### src/rtl/ysyx_25020047_ifu.sv
// Instruction fetch unit: one instruction in flight, valid/ready to memory and to decode.
// Optional IFU_PERF_EN adds fetch/stall performance counters.
module ysyx_25020047_ifu #(
  parameter logic [31:0] RESET_PC = 32'h8000_0000,
  parameter int unsigned TIMEOUT  = 255
) (
  input  logic        clk,
  input  logic        rst,
  input  logic        dnpc_valid,
  input  logic [31:0] dnpc,
  output logic        req_valid,
  input  logic        req_ready,
  output logic [31:0] req_addr,
  input  logic        rsp_valid,
  input  logic [31:0] rsp_data,
  input  logic        rsp_err,
  output logic        inst_valid,
  input  logic        inst_ready,
  output logic [31:0] inst,
  output logic [31:0] inst_pc,
  output logic        inst_fault,
  output logic        seq_err
`ifdef IFU_PERF_EN
  ,
  output logic [31:0] perf_fetch,
  output logic [31:0] perf_stall
`endif
);

  localparam logic [31:0] Ebreak = 32'h0010_0073;
  // TIMEOUT == 0 still needs a 1-bit counter so the declarations stay legal
  localparam int unsigned CntW = (TIMEOUT > 0) ? $clog2(TIMEOUT + 1) : 1;
  localparam logic [CntW-1:0] CntMax = {CntW{1'b1}};

  typedef enum logic [1:0] {StIdle, StReq, StWait, StOut} state_e;

  state_e          state_q, state_d;
  logic [31:0]     fetch_pc_q, fetch_pc_d;
  logic [31:0]     inst_q, inst_d;
  logic [31:0]     inst_pc_q, inst_pc_d;
  logic            fault_q, fault_d;
  logic            seq_err_q, seq_err_d;
  logic            req_valid_q, req_valid_d;
  logic            inst_valid_q, inst_valid_d;
  logic [CntW-1:0] cnt_q, cnt_d;
  logic            timeout_hit;

  // Leave WAIT on the cycle the counter would reach TIMEOUT
  assign timeout_hit = (TIMEOUT != 0) && ((32'(cnt_q) + 32'd1) == TIMEOUT);

  always_comb begin
    state_d    = state_q;
    fetch_pc_d = fetch_pc_q;
    inst_d     = inst_q;
    inst_pc_d  = inst_pc_q;
    fault_d    = fault_q;
    seq_err_d  = seq_err_q;
    cnt_d      = cnt_q;

    unique case (state_q)
      StIdle: begin
        if (dnpc_valid) begin
          fetch_pc_d = dnpc;
          if (dnpc[1:0] == 2'b00) begin
            state_d = StReq;
          end else begin
            state_d   = StOut;
            inst_d    = Ebreak;
            inst_pc_d = dnpc;
            fault_d   = 1'b1;
          end
        end
      end
      StReq: begin
        if (req_valid_q && req_ready) begin
          state_d = StWait;
          cnt_d   = '0;
        end
      end
      StWait: begin
        if (rsp_valid) begin
          state_d   = StOut;
          inst_d    = rsp_err ? Ebreak : rsp_data;
          inst_pc_d = fetch_pc_q;
          fault_d   = rsp_err;
        end else if (timeout_hit) begin
          state_d   = StOut;
          inst_d    = Ebreak;
          inst_pc_d = fetch_pc_q;
          fault_d   = 1'b1;
        end else if (cnt_q != CntMax) begin
          cnt_d = cnt_q + 1'b1;
        end
      end
      StOut: begin
        if (inst_valid_q && inst_ready) begin
          state_d = StIdle;
        end
      end
      default: state_d = StIdle;
    endcase

    // A next-PC outside IDLE (including the OUT handshake cycle) is a protocol error
    if (dnpc_valid && (state_q != StIdle)) begin
      seq_err_d = 1'b1;
    end

    req_valid_d  = (state_d == StReq);
    inst_valid_d = (state_d == StOut);
  end

  always_ff @(posedge clk or negedge rst) begin
    if (!rst) begin
      state_q      <= StReq;
      fetch_pc_q   <= RESET_PC;
      inst_q       <= '0;
      inst_pc_q    <= '0;
      fault_q      <= 1'b0;
      seq_err_q    <= 1'b0;
      req_valid_q  <= 1'b0;
      inst_valid_q <= 1'b0;
      cnt_q        <= '0;
    end else begin
      state_q      <= state_d;
      fetch_pc_q   <= fetch_pc_d;
      inst_q       <= inst_d;
      inst_pc_q    <= inst_pc_d;
      fault_q      <= fault_d;
      seq_err_q    <= seq_err_d;
      req_valid_q  <= req_valid_d;
      inst_valid_q <= inst_valid_d;
      cnt_q        <= cnt_d;
    end
  end

  assign req_valid  = req_valid_q;
  assign req_addr   = fetch_pc_q;
  assign inst_valid = inst_valid_q;
  assign inst       = inst_q;
  assign inst_pc    = inst_pc_q;
  assign inst_fault = fault_q;
  assign seq_err    = seq_err_q;

`ifdef IFU_PERF_EN
  logic [31:0] perf_fetch_q, perf_stall_q;
  logic        stall_cycle;

  assign stall_cycle = ((state_q == StReq) && !req_ready) || ((state_q == StWait) && !rsp_valid);

  always_ff @(posedge clk or negedge rst) begin
    if (!rst) begin
      perf_fetch_q <= '0;
      perf_stall_q <= '0;
    end else begin
      if ((state_q == StOut) && inst_valid_q && inst_ready) begin
        perf_fetch_q <= perf_fetch_q + 32'd1;
      end
      if (stall_cycle) begin
        perf_stall_q <= perf_stall_q + 32'd1;
      end
    end
  end

  assign perf_fetch = perf_fetch_q;
  assign perf_stall = perf_stall_q;
`endif

endmodule

### config.mk
export PLATFORM = sky130hd
export DESIGN_NAME = ysyx_25020047_ifu
export DESIGN_NICKNAME = d
export VERILOG_FILES = /design/src/rtl/ysyx_25020047_ifu.sv
export SDC_FILE = /design/constraint.sdc
export NUM_CORES = 1
export LEC_CHECK = 0
export ABC_AREA = 1
export CAP_MARGIN = 20
export CORE_MARGIN = 4
export CORE_UTILIZATION = 45
export DETAILED_ROUTE_END_ITERATION = 7
export GPL_TIMING_DRIVEN = 0
export PLACE_DENSITY = 0.88
export SLEW_MARGIN = 10
export SYNTH_ARGS = -nofsm -noshare
export SYNTH_HDL_FRONTEND = slang
export SYNTH_SLANG_ARGS = --single-unit
### constraint.sdc
create_clock -name clk -period 2.3 [get_ports clk]
set_clock_uncertainty 0.2 [all_clocks]
set_input_delay 0.575 -clock clk [delete_from_list [all_inputs] [get_ports clk]]
set_output_delay 0.575 -clock clk [all_outputs]
set_load 0.005 [all_outputs]
# Word level (Yosys, flattened, before mapping)
# Cells that the tools add are included.
totals:
  mem_bits_rw: 0
  mem_count: 0
  latch_bits: 0
  output_inout_bits: 100
  mem_bits_ro: 0
  ff_bits: 110
op_classes:
  add_sub_neg: 2
  magnitude_cmp: 0
  n_mul: 0
  muxes: 28
  eq_ne: 14
  n_reduce_logical: 11
  bitwise: 0
  shifts: 0
  n_div: 0
op_table:
  columns: ["op", "n"]
  rows:
  - ["32-bit 2-to-1 mux", 9]
  - ["32-bit case mux with 2 select lines", 2]
  - ["8-bit 2-to-1 mux", 4]
  - ["8-bit case mux with 2 select lines", 1]
  - ["2-bit 2-to-1 mux", 6]
  - ["2-bit inequality test (second input constant)", 6]
  - ["8-bit by 1-bit adder with 9-bit output (second input constant)", 1]
  - ["9-bit by 8-bit == test with 1-bit output (second input constant)", 1]
  - ["8-bit by 1-bit adder with 8-bit output (second input constant)", 1]
  - ["8-bit inequality test (second input constant)", 1]
  - ["2-bit case mux with 4 select lines", 1]
  - ["2-bit == test (second input constant)", 3]
  - ["2-bit nonzero test", 3]
  - ["5-bit AND reduction", 1]
  - ["2-bit by 1-bit == test with 1-bit output (second input constant)", 2]
  - ["2-bit logical NOT", 2]
  - ["1-bit 2-to-1 mux", 4]
  - ["4-bit AND reduction", 1]
  - ["1-bit logical AND", 3]
  - ["3-bit inequality test (second input constant)", 1]
  - ["1-bit case mux with 2 select lines", 1]
  - ["2-bit AND reduction", 1]

# Depth between registers and ports, before layout
# Gate-level depths: netlist of the first run.
depth:
  depth_word: 6
  depth_mapped: 14

# Least setup slack after synthesis of the first run
# OpenSTA, ideal clock, no wires.
synth_timing:
  path_kind: "reg2reg"
  startpoint: "register cnt_q[0]"
  endpoint: "register inst_q[28] (netlist: inst[28])"
  synth_period_minus_slack_ns: 1.936
  path_stages_with_launch: 14
  arrival_ns: 1.619
  required_ns: 1.984
  setup_slack_ns: 0.364
  cell_sequence: "dfrtp_1 ha_1 nand3_1 nand2_1 nand2_1 nand3_1 nor2_1 nand2_1 nand3_2 nand2_2 buf_6 buf_6 nand2_1 nand2_1"
synth_via:
  elab_chain_len: 4
synth_rtl:
  columns: ["item", "line", "source"]
  rows:
  - ["start: declaration", "45", "logic [CntW-1:0] cnt_q, cnt_d;"]
  - ["start signal: assignment", "132", "cnt_q <= cnt_d;"]
  - ["8-bit by 1-bit adder with 9-bit output", "49", "assign timeout_hit = (TIMEOUT != 0) && ((32'(cnt_q) + 32'd1) == TIMEOUT);"]
  - ["9-bit by 8-bit == test with 1-bit output", "49", null]
  - ["3-bit inequality test (no line)", null, null]
  - ["4-bit AND reduction (no line)", null, null]
  - ["end signal: assignment", "126", "inst_q <= inst_d;"]
  - ["end: declaration", "39", "logic [31:0] inst_q, inst_d;"]
# Every way passes these cells.
# A chain may end at the register's enable or synchronous reset.

# Worst setup path in the final report of the first run
layout_timing:
  startpoint: "register fetch_pc_q[31] (netlist: req_addr[31])"
  endpoint: "output req_addr[31]"
layout_lines:
  columns: ["item", "line", "source"]
  rows:
  - ["start: declaration", "38", "logic [31:0] fetch_pc_q, fetch_pc_d;"]
  - ["start signal: assignment", "125", "fetch_pc_q <= fetch_pc_d;"]
  - ["end: declaration", "13", "output logic [31:0] req_addr,"]
# No word-level cell between the ends.

==> impl_metrics.toml, run 1 <==
[run_status]
outcome = "finished, final reports clean"

[layout]
antenna_cells = 0
register_area_um2 = 2758
area_delta_synth_final_pct = 45.14
fillers = 789
multi_input_area_um2 = 1670
fin_area_um2 = 6944
nNetsFinal = 818
layout-drive-gt1-share_pct = 7.600

[placement]
place_ws_ps = -225.4
dp_hpwl_mm = 10.30
routabilityCongestion = 0.8358
port_buffers = 170
postPlaceCellArea_um2 = 6685

[pwr]
seqPwrFrac_pct = 38.9
irDropWorstVdd_v = 0.0006213
combPwrFrac_pct = 47.4
p_int_uw = 5250
clkPwrFrac_pct = 13.8
swShare_pct = 37.16
p_leak_uw = 0.003256
powerDensity_nw_per_um2 = 1203
switchingPower_uw = 3104

[synthesis]
ys_seq_area_share_pct = 57.58
synth_nets = 631
yosys_warnings = 0
yosysTopAreaCell = "dfrtp_1"
synthTopCellsByArea = "dfrtp_1 (56%), nand2_1 (15%), o21ai_0 (7.8%)"
synth_cells = 558
synth_seq_cells = 110
ys_types = 22
synth.top_cell.area_share_pct = 56.49
netlist_area_um2 = 4785
syn_area_per_cell_um2 = 8.575

[worst_setup_path]
rr_startpoint = "cnt_q[0]$_DFFE_PN0P_"
crit_required_ps = 1520
cp-end-kind = "output port"
crit_start = "req_addr[31]$_DFFE_PN1P_"
critPathLaunchType = "flip-flop"
cp_max_fo = 3
critPathBufInv = 1
criticalPathCategory = "flip-flop to output port"
cp_slowest_stage_delay_ps = 550
cp_top_family = "flip-flops"
crit_slowest_cell = "dfstp_2"
crit_chain = "clkdlybuf4s50_1"
arrival_ps = 1430

[global_routing]
gr-total-overflow = 0
first_global_vias = 4574
antenna_found_initial = 0
grt_pass1_wl_mm = 22.25
grt_use_total_pct = 21.92
grt_max_degree = 64

[detailed_routing]
routed_wl_mm = 13.72
drcViolationCount = 0
dr.pass1.iters = 5
num_vias = 4452
antenna_left = 0
avgRoutedWirePerCell_um = 15.49
drt-initial-drc-count = 436
drt-vias-per-instance = 5.025

[floorplanning]
die_h_um = 111.1
dieArea_um2 = 12350
die_w_um = 111.1
core_um2 = 10320
ioPinCount = 171
initial_utilization_pct = 46.35
num_rows = 37

[clock_network]
path_clk_slew_ps = 100
clk_latency_ps = 370
cts_tree = "built"
root_buffer = "clkbuf_8"
numCtsBuffers = 9
cts_max_path_buffers = 2
h-tree-depth = 3
clock_sinks = 110

[sta]
max_freq_mhz = 453.6
finalMaxSlewViolations = 0
rsz0062_at_grt = "true"
timing.final.crit_share_pct = 95.86
fin_ws_ps = 95.28
finalSetupViolCount = 0
fin_crit_ps = 2205
relSlewSlack_pct = 65.76
worstMarginPinSlew_ps = 513.6
hold_violations = 0

[min_path]
min_from = "inst[27]$_DFFE_PN0P_"
hp-class = "flip-flop to flip-flop"

[job]
cap_violations = 0
-- final cells by class --
cell class,instances,area share (%)
Inverter,60,3.243
Buffer,27,2.180
Multi-Input combinational cell,361,24.05
Tap cell,136,2.450
Clock inverter,6,0.8829
Timing Repair Buffer,176,25.50
Sequential cell,110,39.71
Clock buffer,10,1.982
-- flip-flops by register name (all words and copies together), names as in the netlist --
| name | flops |
|---|---|
| inst | 32 |
| req_valid | 1 |
| state_q | 2 |
| inst_pc | 32 |
| req_addr | 32 |
| seq_err | 1 |
| inst_fault | 1 |
| inst_valid | 1 |
| cnt_q | 8 |
-- metrics by stage --
stage	instances	hold WS (ps)	setup TNS [ps]	util (%)	power (µW)
2_1_floorplan	558	79.41	0	-	4881
3_3_place_gp	864	253.7	-388560	64.48	7018
3_5_place_dp	865	260.4	-8757	64.76	7204
4_1_cts	882	288.1	0	66.80	8374
5_1_grt	886	305.5	-20.04	67.26	8968
6_report	886	284.5	0	67.26	8354
-- power groups by stage --
stage	combinational, µW	sequential [µW]	clock [µW]
5_1_grt	4360	3340	1270
3_5_place_dp	3950	3250	0
3_3_place_gp	3810	3210	0
4_1_cts	3980	3220	1170
2_1_floorplan	1620	3260	0
6_report	3960	3250	1150
-- cell families after synthesis --
logic type	Yosys count	synth area share, %
adder cells (fa/ha/maj)	2	0.5229
AND/OR/NAND/NOR	241	19.93
AO/OA/AOI/OAI	118	14.20
buffers and inverters	87	7.767
flip-flops	110	57.58
-- worst paths after layout --
check,depth (start not counted),to,slack (ps)
setup reg to reg,12,inst[28]$_DFFE_PN0P_,140
hold / removal,2,inst[27]$_DFFE_PN0P_,280
min in group asynchronous,2,inst_pc[13]$_DFFE_PN0P_,490
max in group asynchronous,3,inst[5]$_DFFE_PN0P_,750
setup / recovery,1,req_addr[31],100
hold reg to reg,2,inst[27]$_DFFE_PN0P_,280
-- layout by cell type (no fill, tap or decap) --
| master | synthesis | routed |
|---|---|---|
| buf_2 | 9 | 9 |
| nand3_2 | 1 | 1 |
| o21bai_1 | 3 | 3 |
| buf_16 | 0 | 1 |
| inv_8 | 0 | 1 |
| dlygate4sd3_1 | 0 | 1 |
| clkinvlp_4 | 0 | 1 |
| o21ai_1 | 0 | 1 |
| dfrtp_2 | 0 | 2 |
| buf_4 | 1 | 5 |
| dfrtp_1 | 108 | 106 |
| buf_6 | 4 | 5 |
| clkinv_8 | 0 | 1 |
| o21a_1 | 21 | 21 |
| ha_1 | 2 | 1 |
| o21ai_0 | 75 | 74 |
| clkinv_4 | 0 | 1 |
| nor2_1 | 29 | 29 |
| a21oi_1 | 11 | 11 |
| inv_1 | 60 | 60 |
| ha_4 | 0 | 1 |
| clkbuf_2 | 0 | 4 |
| nor2_4 | 1 | 1 |
| clkdlybuf4s50_1 | 0 | 169 |
| dfstp_2 | 2 | 2 |
| nand4_1 | 3 | 3 |
| nand2_2 | 2 | 2 |
| nor3_4 | 1 | 1 |
| inv_6 | 0 | 2 |
| clkbuf_8 | 0 | 10 |
| a21oi_2 | 7 | 7 |
| clkbuf_1 | 13 | 9 |
| o31ai_1 | 1 | 1 |
| nand3_1 | 8 | 8 |
| nand2_1 | 196 | 196 |
-- synth_stat cells (all sizes together) --
cell / number
a21oi: 18
buf: 14
clkbuf: 13
dfrtp: 108
dfstp: 2
ha: 2
inv: 60
nand2: 198
nand3: 9
nand4: 3
nor2: 30
nor3: 1
o21a: 21
o21ai: 75
o21bai: 3
o31ai: 1
-- per-layer routing --
metal  share of wire [%]  GRT usage (%)  up-vias  wire (µm)
li1                    -              -     2123          -
met1                  41          26.19     2105       5637
met2                  49          37.42      193       6708
met3                 8.0          6.550       31       1101
met4                 2.0          8.191        0        274
met5                   0              0        -          0
-- what timing repair did --
action                                 in CTS  in global routing
pin swaps                                   0                  1
setup buffers                               0                  4
hold buffers                                1                  0
resized for setup                           2                  9
setup endpoints to repair                  14                 76
endpoints found under the hold margin      45                  0
Power figures use the tool's default switching activity.
==> run 2, diff against run 1 <==
--- a/config.mk
+++ b/config.mk
@@ -8,10 +8,10 @@
 export ABC_AREA = 1
 export CAP_MARGIN = 20
 export CORE_MARGIN = 4
-export CORE_UTILIZATION = 45
+export CORE_UTILIZATION = 41
 export DETAILED_ROUTE_END_ITERATION = 7
 export GPL_TIMING_DRIVEN = 0
-export PLACE_DENSITY = 0.88
+export PLACE_DENSITY = 0.85
 export SLEW_MARGIN = 10
 export SYNTH_ARGS = -nofsm -noshare
 export SYNTH_HDL_FRONTEND = slang
==> constraint.sdc (replaced) <==
create_clock -name clk -period 1.9 [get_ports clk]
set_clock_uncertainty 0.2 [all_clocks]
set_input_delay 0.475 -clock clk [delete_from_list [all_inputs] [get_ports clk]]
set_output_delay 0.475 -clock clk [all_outputs]
set_load 0.005 [all_outputs]
==> impl_metrics.toml, run 2 (synthesis gave the netlist of run 1 again) <==
[run_status]
outcome = "complete, but fails checks"
violations = "negative setup slack"

[sta]
max_freq_mhz = 472.7
whs_ps = 276.1
hold_violations = 0
fin_ws_ps = -215.3
finalSetupViolCount = 75
setup-tns-final_ps = -10830
rsz0062_at_grt = "true"
finalMaxSlewViolations = 0
relSlewSlack_pct = 63.64
timing.final.crit_share_pct = 111.3
worstMarginPinSlew_ps = 545.4
fin_crit_ps = 2115

[clock_network]
cts_tree = "built"
h-tree-depth = 3
clk_latency_ps = 340
clock_sinks = 110
cts_max_path_buffers = 2
root_buffer = "clkbuf_16"
numCtsBuffers = 9
path_clk_slew_ps = 70

[worst_setup_path]
cp-end-kind = "flip-flop"
criticalPathCategory = "flip-flop to flip-flop"
cp_max_fo = 8
arrival_ps = 2150
cp_common_cell = "nand2_1"
crit_chain = "buf_6 -> nand3_4 -> inv_2 -> nand2_1 -> nand2_1 -> nand2_1 -> nor2_1 -> nand2_2 -> nand3_4 -> nand2_8 -> buf_12 -> clkbuf_16 -> nand2_1 -> nand2_1"
critPathBufInv = 4
crit_slowest_cell = "dfrtp_1"
cp_top_family = "simple AND/OR/NAND/NOR gates"
cp_slowest_stage_delay_ps = 410
crit_required_ps = 1940
critPathLaunchType = "flip-flop"

[pwr]
switchingPower_uw = 4345
combPwrFrac_pct = 49.6
powerDensity_nw_per_um2 = 1501
clkPwrFrac_pct = 16.8
swShare_pct = 37.22
p_leak_uw = 0.004318
seqPwrFrac_pct = 33.6
p_int_uw = 7330
irDropWorstVdd_v = 0.0008050

[layout]
final-instance-count-excl-fill = 925
layout.cells.most_common = "nand2_1"
area_delta_synth_final_pct = 62.55
fillers = 837
nNetsFinal = 850
antenna_cells = 0
layout_common_cells = "nand2_1 (162), dfrtp_1 (107), clkdlybuf4s50_1 (71)"
layout-drive-gt1-share_pct = 17.90

[floorplanning]
initial_utilization_pct = 41.90
core_um2 = 11420
die_h_um = 116.0
die_w_um = 116.0
ioPinCount = 171
dieArea_um2 = 13460
num_rows = 39

[global_routing]
first_global_vias = 4638
grt_max_degree = 88
grt_pass1_wl_mm = 22.67
antenna_found_initial = 0
gr-total-overflow = 0
grt_use_total_pct = 21.28

[detailed_routing]
routed_wl_mm = 15.60
dr.pass1.iters = 5
num_vias = 4678
drcViolationCount = 0
avgRoutedWirePerCell_um = 16.87
drt-vias-per-instance = 5.057
drt-initial-drc-count = 333
antenna_left = 0

[placement]
routabilityCongestion = 0.8293
port_buffers = 170
place_inst = 872
dp_hpwl_mm = 10.20

[job]
cap_violations = 0

[min_path]
hp-class = "flip-flop to flip-flop"
## run 2: worst paths after layout
kind | from | endpoint | slack, ps | depth (start not counted)
max | cnt_q[1]$_DFFE_PN0P_ | inst[24]$_DFFE_PN0P_ | -220 | 14
min | inst[3]$_DFFE_PN0P_ | inst[3]$_DFFE_PN0P_ | 280 | 2
max reg2reg | cnt_q[1]$_DFFE_PN0P_ | inst[24]$_DFFE_PN0P_ | -220 | 14
min reg2reg | inst[3]$_DFFE_PN0P_ | inst[3]$_DFFE_PN0P_ | 280 | 2
max in group asynchronous | rst | state_q[0]$_DFF_PN1_ | 440 | 3
min in group asynchronous | rst | inst[0]$_DFFE_PN0P_ | 340 | 2
## run 2: what timing repair did
item / in CTS / in global routing
endpoints found under the setup margin: 159 / 147
buffers inserted: 16 / 14
hold endpoints to repair: 23 / 0
cloned: 1 / 5
pin swaps: 2 / 19
resized for setup: 64 / 158
hold buffers: 1 / 0
## run 2: tightest hold or removal path: stages, from the launching register on
cell     delay [ps]
dfrtp_1         340
nand2_1          50
nand2_1          50
## run 2: layer usage
| metal | vias to the layer above | track usage [%] | wire, µm |
|---|---|---|---|
| li1 | 2191 | - | - |
| met1 | 2288 | 27.06 | 6385 |
| met2 | 179 | 36.29 | 7835 |
| met3 | 20 | 5.796 | 1192 |
| met4 | 0 | 5.182 | 187 |
| met5 | - | 0 | 0 |
## run 2: final cells by class
type | count | area [µm²] | share of cell area, %
Sequential cell | 110 | 2756 | 35.44
Timing Repair Buffer | 207 | 2171 | 27.91
Multi-Input combinational cell | 362 | 1918 | 24.66
Clock buffer | 9 | 225.2 | 2.896
Inverter | 60 | 225.2 | 2.896
Buffer | 27 | 222.7 | 2.864
Tap cell | 143 | 178.9 | 2.301
Clock inverter | 7 | 80.08 | 1.030
## run 2: metrics by stage
| step | area (µm²) | setup WS (ps) | util [%] | power, µW |
|---|---|---|---|---|
| global route | 7777 | -348.4 | 68.11 | 12470 |
| floorplan | 4787 | 0.04152 | - | 5910 |
| CTS | 7153 | -194.9 | 62.65 | 10760 |
| global placement | 6668 | -3931 | 58.39 | 8544 |
| detailed placement | 6696 | -535.7 | 58.65 | 8754 |
| finish | 7777 | -215.3 | 68.11 | 11670 |
## run 2: power by group through the flow
stage          registers (µW)  clock network, µW  logic (µW)
6_report                 3930               1960        5790
5_1_grt                  4040               2080        6340
4_1_cts                  3880               1990        4890
3_5_place_dp             3950                  0        4810
3_3_place_gp             3900                  0        4650
2_1_floorplan            3950                  0        1960
==> run 3, diff against run 2 <==
--- a/config.mk
+++ b/config.mk
@@ -12,6 +12,7 @@
 export DETAILED_ROUTE_END_ITERATION = 7
 export GPL_TIMING_DRIVEN = 0
 export PLACE_DENSITY = 0.85
+export SKIP_LAST_GASP = 1
 export SLEW_MARGIN = 10
 export SYNTH_ARGS = -nofsm -noshare
 export SYNTH_HDL_FRONTEND = slang
==> impl_metrics.toml, run 3 (synthesis gave the netlist of run 1 again) <==
[global_routing]
antenna_found_initial = 0
gr-total-overflow = 0
first_global_vias = 4638
grt_max_degree = 88
grt_pass1_wl_mm = 22.67
grt_use_total_pct = 21.28

[job]
cap_violations = 0

[sta]
fin_crit_ps = 2118
relSlewSlack_pct = 63.68
rsz0062_at_grt = "true"
finalMaxSlewViolations = 0
worstMarginPinSlew_ps = 544.8
fin_ws_ps = -218.3
hold_violations = 0
timing.final.crit_share_pct = 111.5
whs_ps = 276.2
max_freq_mhz = 472.1
finalSetupViolCount = 76

[run_status]
outcome = "complete, but fails checks"
violations = "negative setup slack"

[worst_setup_path]
critPathBufInv = 4
crit_chain = "buf_6 -> nand3_4 -> inv_2 -> nand2_1 -> nand2_1 -> nand2_1 -> nor2_1 -> nand2_2 -> nand3_4 -> nand2_8 -> buf_12 -> clkbuf_16 -> nand2_1 -> nand2_1"
cp_common_cell = "nand2_1"
cp_max_fo = 8
cp_top_family = "simple AND/OR/NAND/NOR gates"
critPathLaunchType = "flip-flop"
cp-end-kind = "flip-flop"
cp_slowest_stage_delay_ps = 410
criticalPathCategory = "flip-flop to flip-flop"
rrSetupSlack_ps = -220
crit_slowest_cell = "dfrtp_1"
arrival_ps = 2150
crit_required_ps = 1940

[layout]
layout_common_cells = "nand2_1 (162), dfrtp_1 (107), clkdlybuf4s50_1 (72)"
area_delta_synth_final_pct = 62.45
layout.cells.most_common = "nand2_1"
nNetsFinal = 850
layout-drive-gt1-share_pct = 17.90
antenna_cells = 0
final-instance-count-excl-fill = 925
final_util_pct = 68.07

[pwr]
irDropWorstVdd_v = 0.0008029
p_leak_uw = 0.004299
powerDensity_nw_per_um2 = 1502

[detailed_routing]
dr.pass1.iters = 7
drt-vias-per-instance = 5.026
num_vias = 4649
drt-initial-drc-count = 339
routed_wl_mm = 15.61
avgRoutedWirePerCell_um = 16.88
drcViolationCount = 0
antenna_left = 0

[min_path]
hp-class = "flip-flop to flip-flop"

[floorplanning]
die_h_um = 116.0
num_rows = 39
core_um2 = 11420
initial_utilization_pct = 41.90
dieArea_um2 = 13460
ioPinCount = 171
die_w_um = 116.0

[placement]
routabilityCongestion = 0.8293
place_inst = 872
dp_hpwl_mm = 10.20
port_buffers = 170
place_ws_ps = -535.7

[clock_network]
cts_tree = "built"
path_clk_slew_ps = 70
cts_max_path_buffers = 2
numCtsBuffers = 9
h-tree-depth = 3
clk_latency_ps = 350
clock_sinks = 110
root_buffer = "clkbuf_16"
-- run 3: repair_timing --
action | CTS | global route
buffers inserted | 16 | 14
pin swaps | 2 | 19
gates cloned | 1 | 5
setup endpoints to repair | 159 | 147
endpoints found under the hold margin | 23 | 0
resized for setup | 64 | 156
hold buffers | 1 | 0
-- run 3: cell type report --
type / count / area [µm²]
Inverter: 60 / 225.2
Fill cell: 836 / 3646
Tap cell: 143 / 178.9
Sequential cell: 110 / 2756
Clock buffer: 9 / 225.2
Buffer: 27 / 220.2
Clock inverter: 7 / 80.08
Multi-Input combinational cell: 362 / 1918
Timing Repair Buffer: 207 / 2168
-- run 3: report_power, final --
part	switching (µW)	internal (µW)	leakage, µW	total, µW
clock network	909	1040	0.000148	1950
logic	2820	2980	0.00279	5790
registers	621	3310	0.00136	3930
-- run 3: tightest hold or removal path, delay by kind of cell (launching register included) --
| family | cells | cell delay [ps] |
|---|---|---|
| AND/OR/NAND/NOR | 2 | 100 |
| flip-flops | 1 | 340 |
-- run 3: through the flow --
| stage | setup TNS, ps | power [µW] | area, µm² |
|---|---|---|---|
| 5_1_grt | -21780 | 12470 | 7772 |
| 6_report | -11090 | 11680 | 7772 |
| 3_3_place_gp | -467030 | 8544 | 6668 |
| 3_5_place_dp | -40380 | 8754 | 6696 |
| 4_1_cts | -10750 | 10760 | 7153 |
| 2_1_floorplan | 0 | 5910 | 4787 |
-- run 3: worst paths after layout --
check,startpoint,end,cells past startpoint
worst max-delay path,cnt_q[1]$_DFFE_PN0P_,inst[24]$_DFFE_PN0P_,14
worst max register to register,cnt_q[1]$_DFFE_PN0P_,inst[24]$_DFFE_PN0P_,14
worst min register to register,inst[3]$_DFFE_PN0P_,inst[3]$_DFFE_PN0P_,2
worst min-delay path,inst[3]$_DFFE_PN0P_,inst[3]$_DFFE_PN0P_,2
max in group asynchronous,rst,req_addr[31]$_DFFE_PN1P_,3
min in group asynchronous,rst,inst[0]$_DFFE_PN0P_,2
-- run 3: metal layers --
layer  routed length (µm)  track usage, %
met1                 6429           27.06
met3                 1186           5.796
met5                    0               0
met4                  184           5.182
met2                 7810           36.29
